`src/rtl/restoring_divider_pkg.sv`:
```
// Shared types and constants for the restoring divider.
//   state_t   : control FSM state encoding (IDLE, SHIFT, SUB, DONE)
//   WIDTH_DEF : default operand width
package div_pkg;

  localparam int WIDTH_DEF = 8;

  typedef enum logic [1:0] {
    IDLE  = 2'd0,
    SHIFT = 2'd1,
    SUB   = 2'd2,
    DONE  = 2'd3
  } state_t;

endpackage

```
`src/rtl/restoring_divider_if.sv`:
```
// Operand/result bundle for the restoring divider.
//   Run, Load_B, Din                    : request side (master drives)
//   Quotient, Remainder, Divisor        : result/display registers (slave drives)
//   Busy, Done, Div_Zero                : status (slave drives)
interface restoring_divider_if
  import div_pkg::*;
#(
  parameter int WIDTH = WIDTH_DEF
);

  logic             Run;
  logic             Load_B;
  logic [WIDTH-1:0] Din;
  logic [WIDTH-1:0] Quotient;
  logic [WIDTH-1:0] Remainder;
  logic [WIDTH-1:0] Divisor;
  logic             Busy;
  logic             Done;
  logic             Div_Zero;

  modport master (
    output Run, Load_B, Din,
    input  Quotient, Remainder, Divisor, Busy, Done, Div_Zero
  );

  modport slave (
    input  Run, Load_B, Din,
    output Quotient, Remainder, Divisor, Busy, Done, Div_Zero
  );

endinterface

```
`src/rtl/restoring_divider_control.sv`:
```
// Control FSM and step counter for the restoring divider.
//   Clk, Reset     : clock, async active-high reset
//   Run, Load_B    : operator requests
//   b_is_zero      : divisor register is zero
//   ld_b           : load divisor this cycle
//   start          : begin a normal division (capture dividend)
//   start_zero     : divide-by-zero shortcut result
//   shift_en       : shift {R,Q} left
//   sub_en         : trial subtract / restore step
//   Busy, Done     : status decoded from state
//
// state | meaning
// IDLE  | waiting; Load_B loads divisor, Run starts a division
// SHIFT | shift {R,Q} left by one
// SUB   | trial subtract, set Q[0] on success, advance step count
// DONE  | result held until Run drops
module div_control
  import div_pkg::*;
#(
  parameter int WIDTH = WIDTH_DEF
) (
  input  logic Clk,
  input  logic Reset,
  input  logic Run,
  input  logic Load_B,
  input  logic b_is_zero,
  output logic ld_b,
  output logic start,
  output logic start_zero,
  output logic shift_en,
  output logic sub_en,
  output logic Busy,
  output logic Done
);

  localparam int CW = $clog2(WIDTH + 1);
  localparam logic [CW-1:0] LAST = CW'(WIDTH - 1);

  state_t         r_state;
  state_t         w_next;
  logic [CW-1:0]  r_count;

  always_comb begin
    w_next     = r_state;
    ld_b       = 1'b0;
    start      = 1'b0;
    start_zero = 1'b0;
    shift_en   = 1'b0;
    sub_en     = 1'b0;
    case (r_state)
      IDLE: begin
        // Load_B wins over Run so a simultaneous request only loads B.
        if (Load_B) begin
          ld_b = 1'b1;
        end else if (Run) begin
          if (b_is_zero) begin
            start_zero = 1'b1;
            w_next     = DONE;
          end else begin
            start  = 1'b1;
            w_next = SHIFT;
          end
        end
      end
      SHIFT: begin
        shift_en = 1'b1;
        w_next   = SUB;
      end
      SUB: begin
        sub_en = 1'b1;
        w_next = (r_count == LAST) ? DONE : SHIFT;
      end
      DONE: begin
        // Run must return low before another division can start.
        if (!Run) w_next = IDLE;
      end
      default: w_next = IDLE;
    endcase
  end

  always_ff @(posedge Clk or posedge Reset) begin
    if (Reset) begin
      r_state <= IDLE;
      r_count <= '0;
    end else begin
      r_state <= w_next;
      if (start)       r_count <= '0;
      else if (sub_en) r_count <= r_count + CW'(1);
    end
  end

  assign Busy = (r_state == SHIFT) || (r_state == SUB);
  assign Done = (r_state == DONE);

endmodule

```
`src/rtl/restoring_divider.sv`:
```
// Sequential unsigned restoring divider (shift / trial-subtract).
//   Clk, Reset : clock, async active-high reset
//   bus        : slave side of restoring_divider_if
//                (Run, Load_B, Din in; Quotient, Remainder, Divisor,
//                 Busy, Done, Div_Zero out)
// Holds the Q/R/B registers and the subtractor; sequencing lives in
// div_control.
module restoring_divider
  import div_pkg::*;
#(
  parameter int WIDTH = WIDTH_DEF
) (
  input  logic                  Clk,
  input  logic                  Reset,
  restoring_divider_if.slave    bus
);

  logic [WIDTH-1:0] r_q;
  logic [WIDTH-1:0] r_r;
  logic [WIDTH-1:0] r_b;
  logic             r_div_zero;

  logic             w_ld_b;
  logic             w_start;
  logic             w_start_zero;
  logic             w_shift_en;
  logic             w_sub_en;
  logic             w_busy;
  logic             w_done;
  logic [WIDTH:0]   w_diff;

  div_control #(.WIDTH(WIDTH)) u_ctrl (
    .Clk        (Clk),
    .Reset      (Reset),
    .Run        (bus.Run),
    .Load_B     (bus.Load_B),
    .b_is_zero  (r_b == '0),
    .ld_b       (w_ld_b),
    .start      (w_start),
    .start_zero (w_start_zero),
    .shift_en   (w_shift_en),
    .sub_en     (w_sub_en),
    .Busy       (w_busy),
    .Done       (w_done)
  );

  // One extra bit so B = 2^WIDTH-1 still compares correctly; the MSB
  // is the borrow.
  assign w_diff = {1'b0, r_r} - {1'b0, r_b};

  always_ff @(posedge Clk or posedge Reset) begin
    if (Reset) begin
      r_q        <= '0;
      r_r        <= '0;
      r_b        <= '0;
      r_div_zero <= 1'b0;
    end else begin
      if (w_ld_b) r_b <= bus.Din;
      if (w_start) begin
        r_q        <= bus.Din;
        r_r        <= '0;
        r_div_zero <= 1'b0;
      end
      if (w_start_zero) begin
        r_q        <= '1;
        r_r        <= bus.Din;
        r_div_zero <= 1'b1;
      end
      // R < B before every shift, so R's top bit is always 0 and can drop.
      if (w_shift_en) {r_r, r_q} <= {r_r[WIDTH-2:0], r_q, 1'b0};
      if (w_sub_en && !w_diff[WIDTH]) begin
        r_r    <= w_diff[WIDTH-1:0];
        r_q[0] <= 1'b1;
      end
    end
  end

  assign bus.Quotient  = r_q;
  assign bus.Remainder = r_r;
  assign bus.Divisor   = r_b;
  assign bus.Div_Zero  = r_div_zero;
  assign bus.Busy      = w_busy;
  assign bus.Done      = w_done;

endmodule

```
`src/flat_wrapper.sv`:
```
// flat-port wrapper written by rule: the top's interface ports become plain ports
module restoring_divider_flat import div_pkg::*;
#(
  parameter int WIDTH = WIDTH_DEF
)
  (Clk, Reset, bus_Run, bus_Load_B, bus_Din, bus_Quotient, bus_Remainder, bus_Divisor, bus_Busy, bus_Done, bus_Div_Zero);
  restoring_divider_if #(.WIDTH(WIDTH)) bus_i ();
  input  logic Clk;
  input  logic Reset;
  input wire logic [$bits(bus_i.Run)-1:0] bus_Run;
  input wire logic [$bits(bus_i.Load_B)-1:0] bus_Load_B;
  input wire logic [$bits(bus_i.Din)-1:0] bus_Din;
  output wire logic [$bits(bus_i.Quotient)-1:0] bus_Quotient;
  output wire logic [$bits(bus_i.Remainder)-1:0] bus_Remainder;
  output wire logic [$bits(bus_i.Divisor)-1:0] bus_Divisor;
  output wire logic [$bits(bus_i.Busy)-1:0] bus_Busy;
  output wire logic [$bits(bus_i.Done)-1:0] bus_Done;
  output wire logic [$bits(bus_i.Div_Zero)-1:0] bus_Div_Zero;
  assign bus_i.Run = bus_Run;
  assign bus_i.Load_B = bus_Load_B;
  assign bus_i.Din = bus_Din;
  assign bus_Quotient = bus_i.Quotient;
  assign bus_Remainder = bus_i.Remainder;
  assign bus_Divisor = bus_i.Divisor;
  assign bus_Busy = bus_i.Busy;
  assign bus_Done = bus_i.Done;
  assign bus_Div_Zero = bus_i.Div_Zero;
  restoring_divider #(.WIDTH(WIDTH)) u_core (.Clk(Clk), .Reset(Reset), .bus(bus_i));
endmodule
```
`config.mk`:
```
export PLATFORM = sky130hd
export DESIGN_NAME = restoring_divider_flat
export DESIGN_NICKNAME = d
export VERILOG_FILES = /design/src/rtl/restoring_divider_pkg.sv /design/src/rtl/restoring_divider_if.sv /design/src/rtl/restoring_divider_control.sv /design/src/rtl/restoring_divider.sv /design/src/flat_wrapper.sv
export SDC_FILE = /design/constraint.sdc
export NUM_CORES = 1
export LEC_CHECK = 0
export BUFFER_PORTS_ARGS = -buffer_cell sky130_fd_sc_hd__buf_2
export CAP_MARGIN = 15
export CELL_PAD_IN_SITES_DETAIL_PLACEMENT = 1
export CELL_PAD_IN_SITES_GLOBAL_PLACEMENT = 1
export CORE_MARGIN = 4
export CORE_UTILIZATION = 41
export DETAILED_ROUTE_END_ITERATION = 7
export GPL_TIMING_DRIVEN = 0
export PLACE_DENSITY = 0.76
export SKIP_CTS_REPAIR_TIMING = 1
export SYNTH_ARGS = -nofsm -noshare
export SYNTH_HDL_FRONTEND = slang
export SYNTH_SLANG_ARGS = --single-unit
```
`constraint.sdc`:
```
create_clock -name Clk -period 2.77 [get_ports Clk]
set_input_delay 0.1385 -clock Clk [delete_from_list [all_inputs] [get_ports Clk]]
set_output_delay 0.1385 -clock Clk [all_outputs]
set_load 0.03 [all_outputs]
```
After elaboration in Yosys (flattened, before gate mapping)
Cells that the tools add are included.
W data, S select, Z words.

cells by class
  add/sub/neg operators = 2
  multiply operators = 0
  divide/modulo/power cells = 0
  magnitude comparators = 0
  equality and inequality tests = 7
  shift operators = 0
  multiplexer cells = 30
  bitwise logic cells = 0
  reductions and logical operators = 10

operators by type and width
  operator               count
  $mux W8                7
  $mux W1                15
  $mux W2                5
  $sub A8 B8 Y9          1
  $logic_not A8 Y1       1
  $mux W4                2
  $pmux W2 S4            1
  $ne A2 B2 Y1 const B   3
  $add A4 B1 Y4 const B  1
  $eq A2 B2 Y1 const B   2
  $eq A4 B3 Y1 const B   1
  $reduce_bool A2 Y1     2
  $reduce_bool A4 Y1     1
  $reduce_and A3 Y1      1
  $reduce_bool A3 Y1     1
  $eq A2 B1 Y1 const B   1
  $logic_not A2 Y1       1
  $logic_and A1 B1 Y1    1
  $logic_not A1 Y1       1
  $logic_or A1 B1 Y1     1

word-level totals
  register bits = 31
  bits in latches = 0
  RAM bits = 0
  memory bits (read-only) = 0
  output and inout bits = 27
  word-level logic and storage cells = 56
  memories kept = 0

Depth between registers and ports, before layout
  word-level depth = 9
  gate-level depth with buffers = 9
  depth with buffers taken out = 9

By module
Synthesis repeated with hierarchy kept, for this count alone.

unflattened totals
  cell total of the unflattened synthesis = 215
  area total of the unflattened synthesis = 1,991.9 µm²

modules (own cells, without submodules)
  module             times used  cells an instance  area an instance (µm²)  seq. area each (µm²)
  restoring_divider  1           178                1,576.5                 625.6
  div_control        1           37                 415.4                   150.1

Least setup slack after synthesis
Ideal clock, no wire load.

  path type = reg-to-reg
  start = register u_core.r_b[2] (netlist: u_core.bus.Divisor[2])
  end = register u_core.r_r[5] (netlist: u_core.bus.Remainder[5])
  data arrival time = 2,267 ps
  setup slack = 378 ps
  cell stages (with the launch flop) = 9
  buffers on the path = 0
  clock period less this slack = 2,392 ps
  cells stage by stage = dfrtp_1 -> inv_1 -> ha_1 -> nor2b_4 -> o31a_1 -> or4_1 -> nand4_2 -> nand2_4 -> mux2_4

between the ends
  word-level cells in the longest chain between the ends = 8

RTL lines
  item                      line                             source
  start: declaration        restoring_divider.sv:20          logic [WIDTH-1:0] r_b;
  start signal: assignment  restoring_divider.sv:58          if (w_ld_b) r_b <= bus.Din;
  $logic_not A8 Y1          restoring_divider.sv:37          .b_is_zero (r_b == '0),
  $mux W1                   restoring_divider_control.sv:56  if (b_is_zero) begin
  $mux W1                   restoring_divider_control.sv:55  end else if (Run) begin
  $mux W1                   restoring_divider_control.sv:53  if (Load_B) begin
  $mux W1                   restoring_divider_control.sv:50  case (r_state)
  $mux W8                   restoring_divider.sv:64          if (w_start_zero) begin
  $mux W8                   restoring_divider.sv:70          if (w_shift_en) {r_r, r_q} <= {r_r[WIDTH-2:0], r_q, 1'b0};
  $mux W8                   restoring_divider.sv:71          if (w_sub_en && !w_diff[WIDTH]) begin
  end signal: assignment    restoring_divider.sv:66          r_r <= bus.Din;
  end signal: assignment    restoring_divider.sv:70
  end signal: assignment    restoring_divider.sv:72          r_r <= w_diff[WIDTH-1:0];
  end: declaration          restoring_divider.sv:19          logic [WIDTH-1:0] r_r;

Parallel ways exist; a longest one is shown, timed or not.
A chain may end at the register's enable or synchronous reset.

Worst setup path after layout
Ends and elaborated chain as after synthesis.

==> flow_summary.json <==
{
  "status": "completed",
  "vias_per_cell": 5.53,
  "start_kind": "register",
  "placed_cell_area_um2": 2160,
  "crit_buf_inv": 1,
  "layout_common_cells": "buf_2, dfrtp_1, nand2_1, inv_1, a21oi_1",
  "synth_area_um2": 1870,
  "multi_input_area_um2": 1010,
  "synth_nets": 226,
  "syn2layout_area_growth_pct": 20.3,
  "drtIter0Drc": 86,
  "cts_tree": "built",
  "fillers": 542,
  "finish.utilization": 0.514,
  "dieHeight_um": 75.6,
  "setup_viol": 0,
  "drt-wirelength-per-cell_um": 17.4,
  "clk_latency_ps": 280,
  "regArea_um2": 776,
  "path_cells": "inv_1 > ha_1 > nor2b_4 > o31a_1 > or4_1 > nand4_2 > nand2_4 > mux2_4",
  "critPathMaxFanout": 7,
  "ios": 39,
  "drc": 0,
  "grt_pass1_vias": 1727,
  "power_frac_seq": 0.294,
  "netlist_instances": 199,
  "antenna_left": 0,
  "core_um2": 4380,
  "final_nets": 273,
  "fin_crit_ps": 2440,
  "final_common_cell": "buf_2",
  "power_density_nw_per_um2": 1280,
  "cp_top_family": "simple AND/OR/NAND/NOR gates",
  "hpwl_um": 3960,
  "finalMaxSlewViolations": 0,
  "p_clk_frac": 0.126,
  "vdd_drop_max_mv": 0.652,
  "timing.final.crit_share": 0.880,
  "cts.reportedPaths.clkPinSlew_ps": 70,
  "grtUsageMet1": 0.258,
  "crit_slowest_cell": "or4_1",
  "yosysTopAreaCell": "dfrtp_1",
  "ys_warn_count": 0,
  "clock_sinks": 31,
  "end_kind": "register",
  "num_rows": 24,
  "grt_use_met2": 0.313,
  "yosys_register_bits": 31,
  "antenna_found_initial": 0,
  "path_class": "register to register",
  "cts_buffers": 5,
  "timing.fmax_ghz": 0.410,
  "setup_tns_ps": 0,
  "top_usage_layer": "met2",
  "die_area_um2": 5710,
  "grt_max_degree": 19,
  "htree_levels": 2,
  "place_congestion": 0.793,
  "diodes": 0,
  "min_path_type": "input port to register",
  "skew_ps": 5.78,
  "crit_arrival_ps": 2600,
  "synth.distinct_cells": 37,
  "dr.pass1.iters": 4,
  "finalWirelength_um": 5190,
  "finalHoldViolCount": 0,
  "die_w_um": 75.6,
  "cts_root_buf": "clkbuf_8",
  "cp.required_ps": 2930,
  "rsz0062_at_grt": "false",
  "leakagePower_nw": 1.10,
  "slowest_delay_ps": 430,
  "yosysSeqAreaShare": 0.414,
  "relSlewSlack": 0.572,
  "track_usage": 0.196,
  "synth.avg_cell_area_um2": 9.41,
  "clk_path_buf_depth": 2,
  "netSwitchingFraction": 0.493,
  "grt_first_pass_wirelength_um": 8400,
  "use_met3": 0.0449,
  "drv_cap": 0,
  "synth_top_area_share": 0.414,
  "intPower_mw": 1.46,
  "drive_gt1_frac": 0.244,
  "initial_core_util": 0.427,
  "grt_overflow": 0,
  "combPwrFrac": 0.580,
  "vias": 1649,
  "power_switching_mw": 1.42,
  "tightestPinTransition_ps": 639,
  "holdWs_ps": 127,
  "design_area_um2": 2250,
  "portBuffers": 38,
  "ys_top_cells_by_area": "dfrtp_1, ha_1, mux2_2"
}
kinds of logic after synthesis:
| family | share of synthesized area |
|---|---|
| AND/OR/NAND/NOR | 0.149 |
| XOR/XNOR | 0.0374 |
| adder cells (fa/ha/maj) | 0.104 |
| AO/OA/AOI/OAI | 0.155 |
| multiplexers | 0.0935 |
| flip-flops | 0.414 |
| buffers and inverters | 0.0468 |
synth_stat cells:
library cell,count
a21o_1,1
a21oi_1,16
a22oi_1,1
a31oi_1,1
a41oi_1,1
and2_0,1
and3_1,1
buf_2,1
clkbuf_1,5
dfrtp_1,31
fa_1,1
ha_1,14
inv_1,17
mux2_2,8
mux2_4,1
mux2i_1,7
nand2_1,23
nand2_4,1
nand2b_1,4
nand3_1,8
nand3b_1,1
nand4_1,1
nand4_2,1
nor2_1,11
nor2b_4,1
o211ai_1,1
o21a_1,1
o21ai_0,14
o21ai_1,2
o21ai_2,1
o22ai_1,8
o311ai_1,1
o31a_1,1
o41ai_1,1
or4_1,3
xnor2_1,4
xor2_1,4
registers in the layout (all words and copies together) (netlist names):
| register | cells |
|---|---|
| u_core.bus.Divisor | 8 |
| u_core.bus.Quotient | 8 |
| u_core.bus.Remainder | 8 |
| u_core.u_ctrl.r_count | 4 |
| u_core.u_ctrl.r_state | 2 |
| u_core.bus.Div_Zero | 1 |
layer usage:
metal,wire (um),up-vias
li1,-,791
met1,2380,817
met2,2520,35
met3,218,6
met4,61,0
met5,0,-
per-stage QoR:
stage | power, mW | cells | worst slack, ps
final | 2.89 | 298 | 333
after detailed placement | 2.53 | 290 | 357
after floorplan | 2.06 | 199 | 378
after global placement | 2.46 | 289 | 370
after global routing | 3.13 | 298 | 73.0
after CTS | 2.91 | 297 | 344
worst reg2reg max path, cell delays in order (launching register included):
cell     delay (ps)
dfrtp_1         420
inv_1            70
ha_1            350
nor2b_4         150
o31a_1          270
or4_1           430
nand4_2         180
nand2_4         140
mux2_4          320
final timing paths:
path / from / endpoint / slack (ps) / cells after the start
worst min register to register: u_core.bus.Div_Zero$_DFFE_PP0P_ / u_core.bus.Div_Zero$_DFFE_PP0P_ / 490 / 2
max in group asynchronous: Reset / u_core.bus.Remainder[6]$_DFFE_PP0P_ / 1780 / 4
worst min-delay path: bus_Din[5] / u_core.bus.Divisor[5]$_DFFE_PP0P_ / 130 / 2
min in group asynchronous: Reset / u_core.bus.Div_Zero$_DFFE_PP0P_ / 470 / 3
worst max register to register: u_core.bus.Divisor[2]$_DFFE_PP0P_ / u_core.bus.Remainder[5]$_DFFE_PP0P_ / 330 / 8
worst max-delay path: u_core.bus.Divisor[2]$_DFFE_PP0P_ / u_core.bus.Remainder[5]$_DFFE_PP0P_ / 330 / 8
power groups by stage:
stage / clock network, mW / registers, mW / logic, mW
finish: 0.364 / 0.848 / 1.67
global route: 0.387 / 0.875 / 1.86
CTS: 0.371 / 0.846 / 1.69
detailed placement: 0 / 0.852 / 1.68
global placement: 0 / 0.843 / 1.62
floorplan: 0 / 1.11 / 0.953
cell type report:
type,count,area share
buffer,6,0.0105
multi-input combinational,145,0.448
clock buffer,6,0.0366
tap,52,0.0289
sequential,31,0.344
inverter,17,0.0283
timing repair buffer,40,0.101
clock inverter,1,0.00222
No activity file was read; power rests on OpenSTA's default activity.
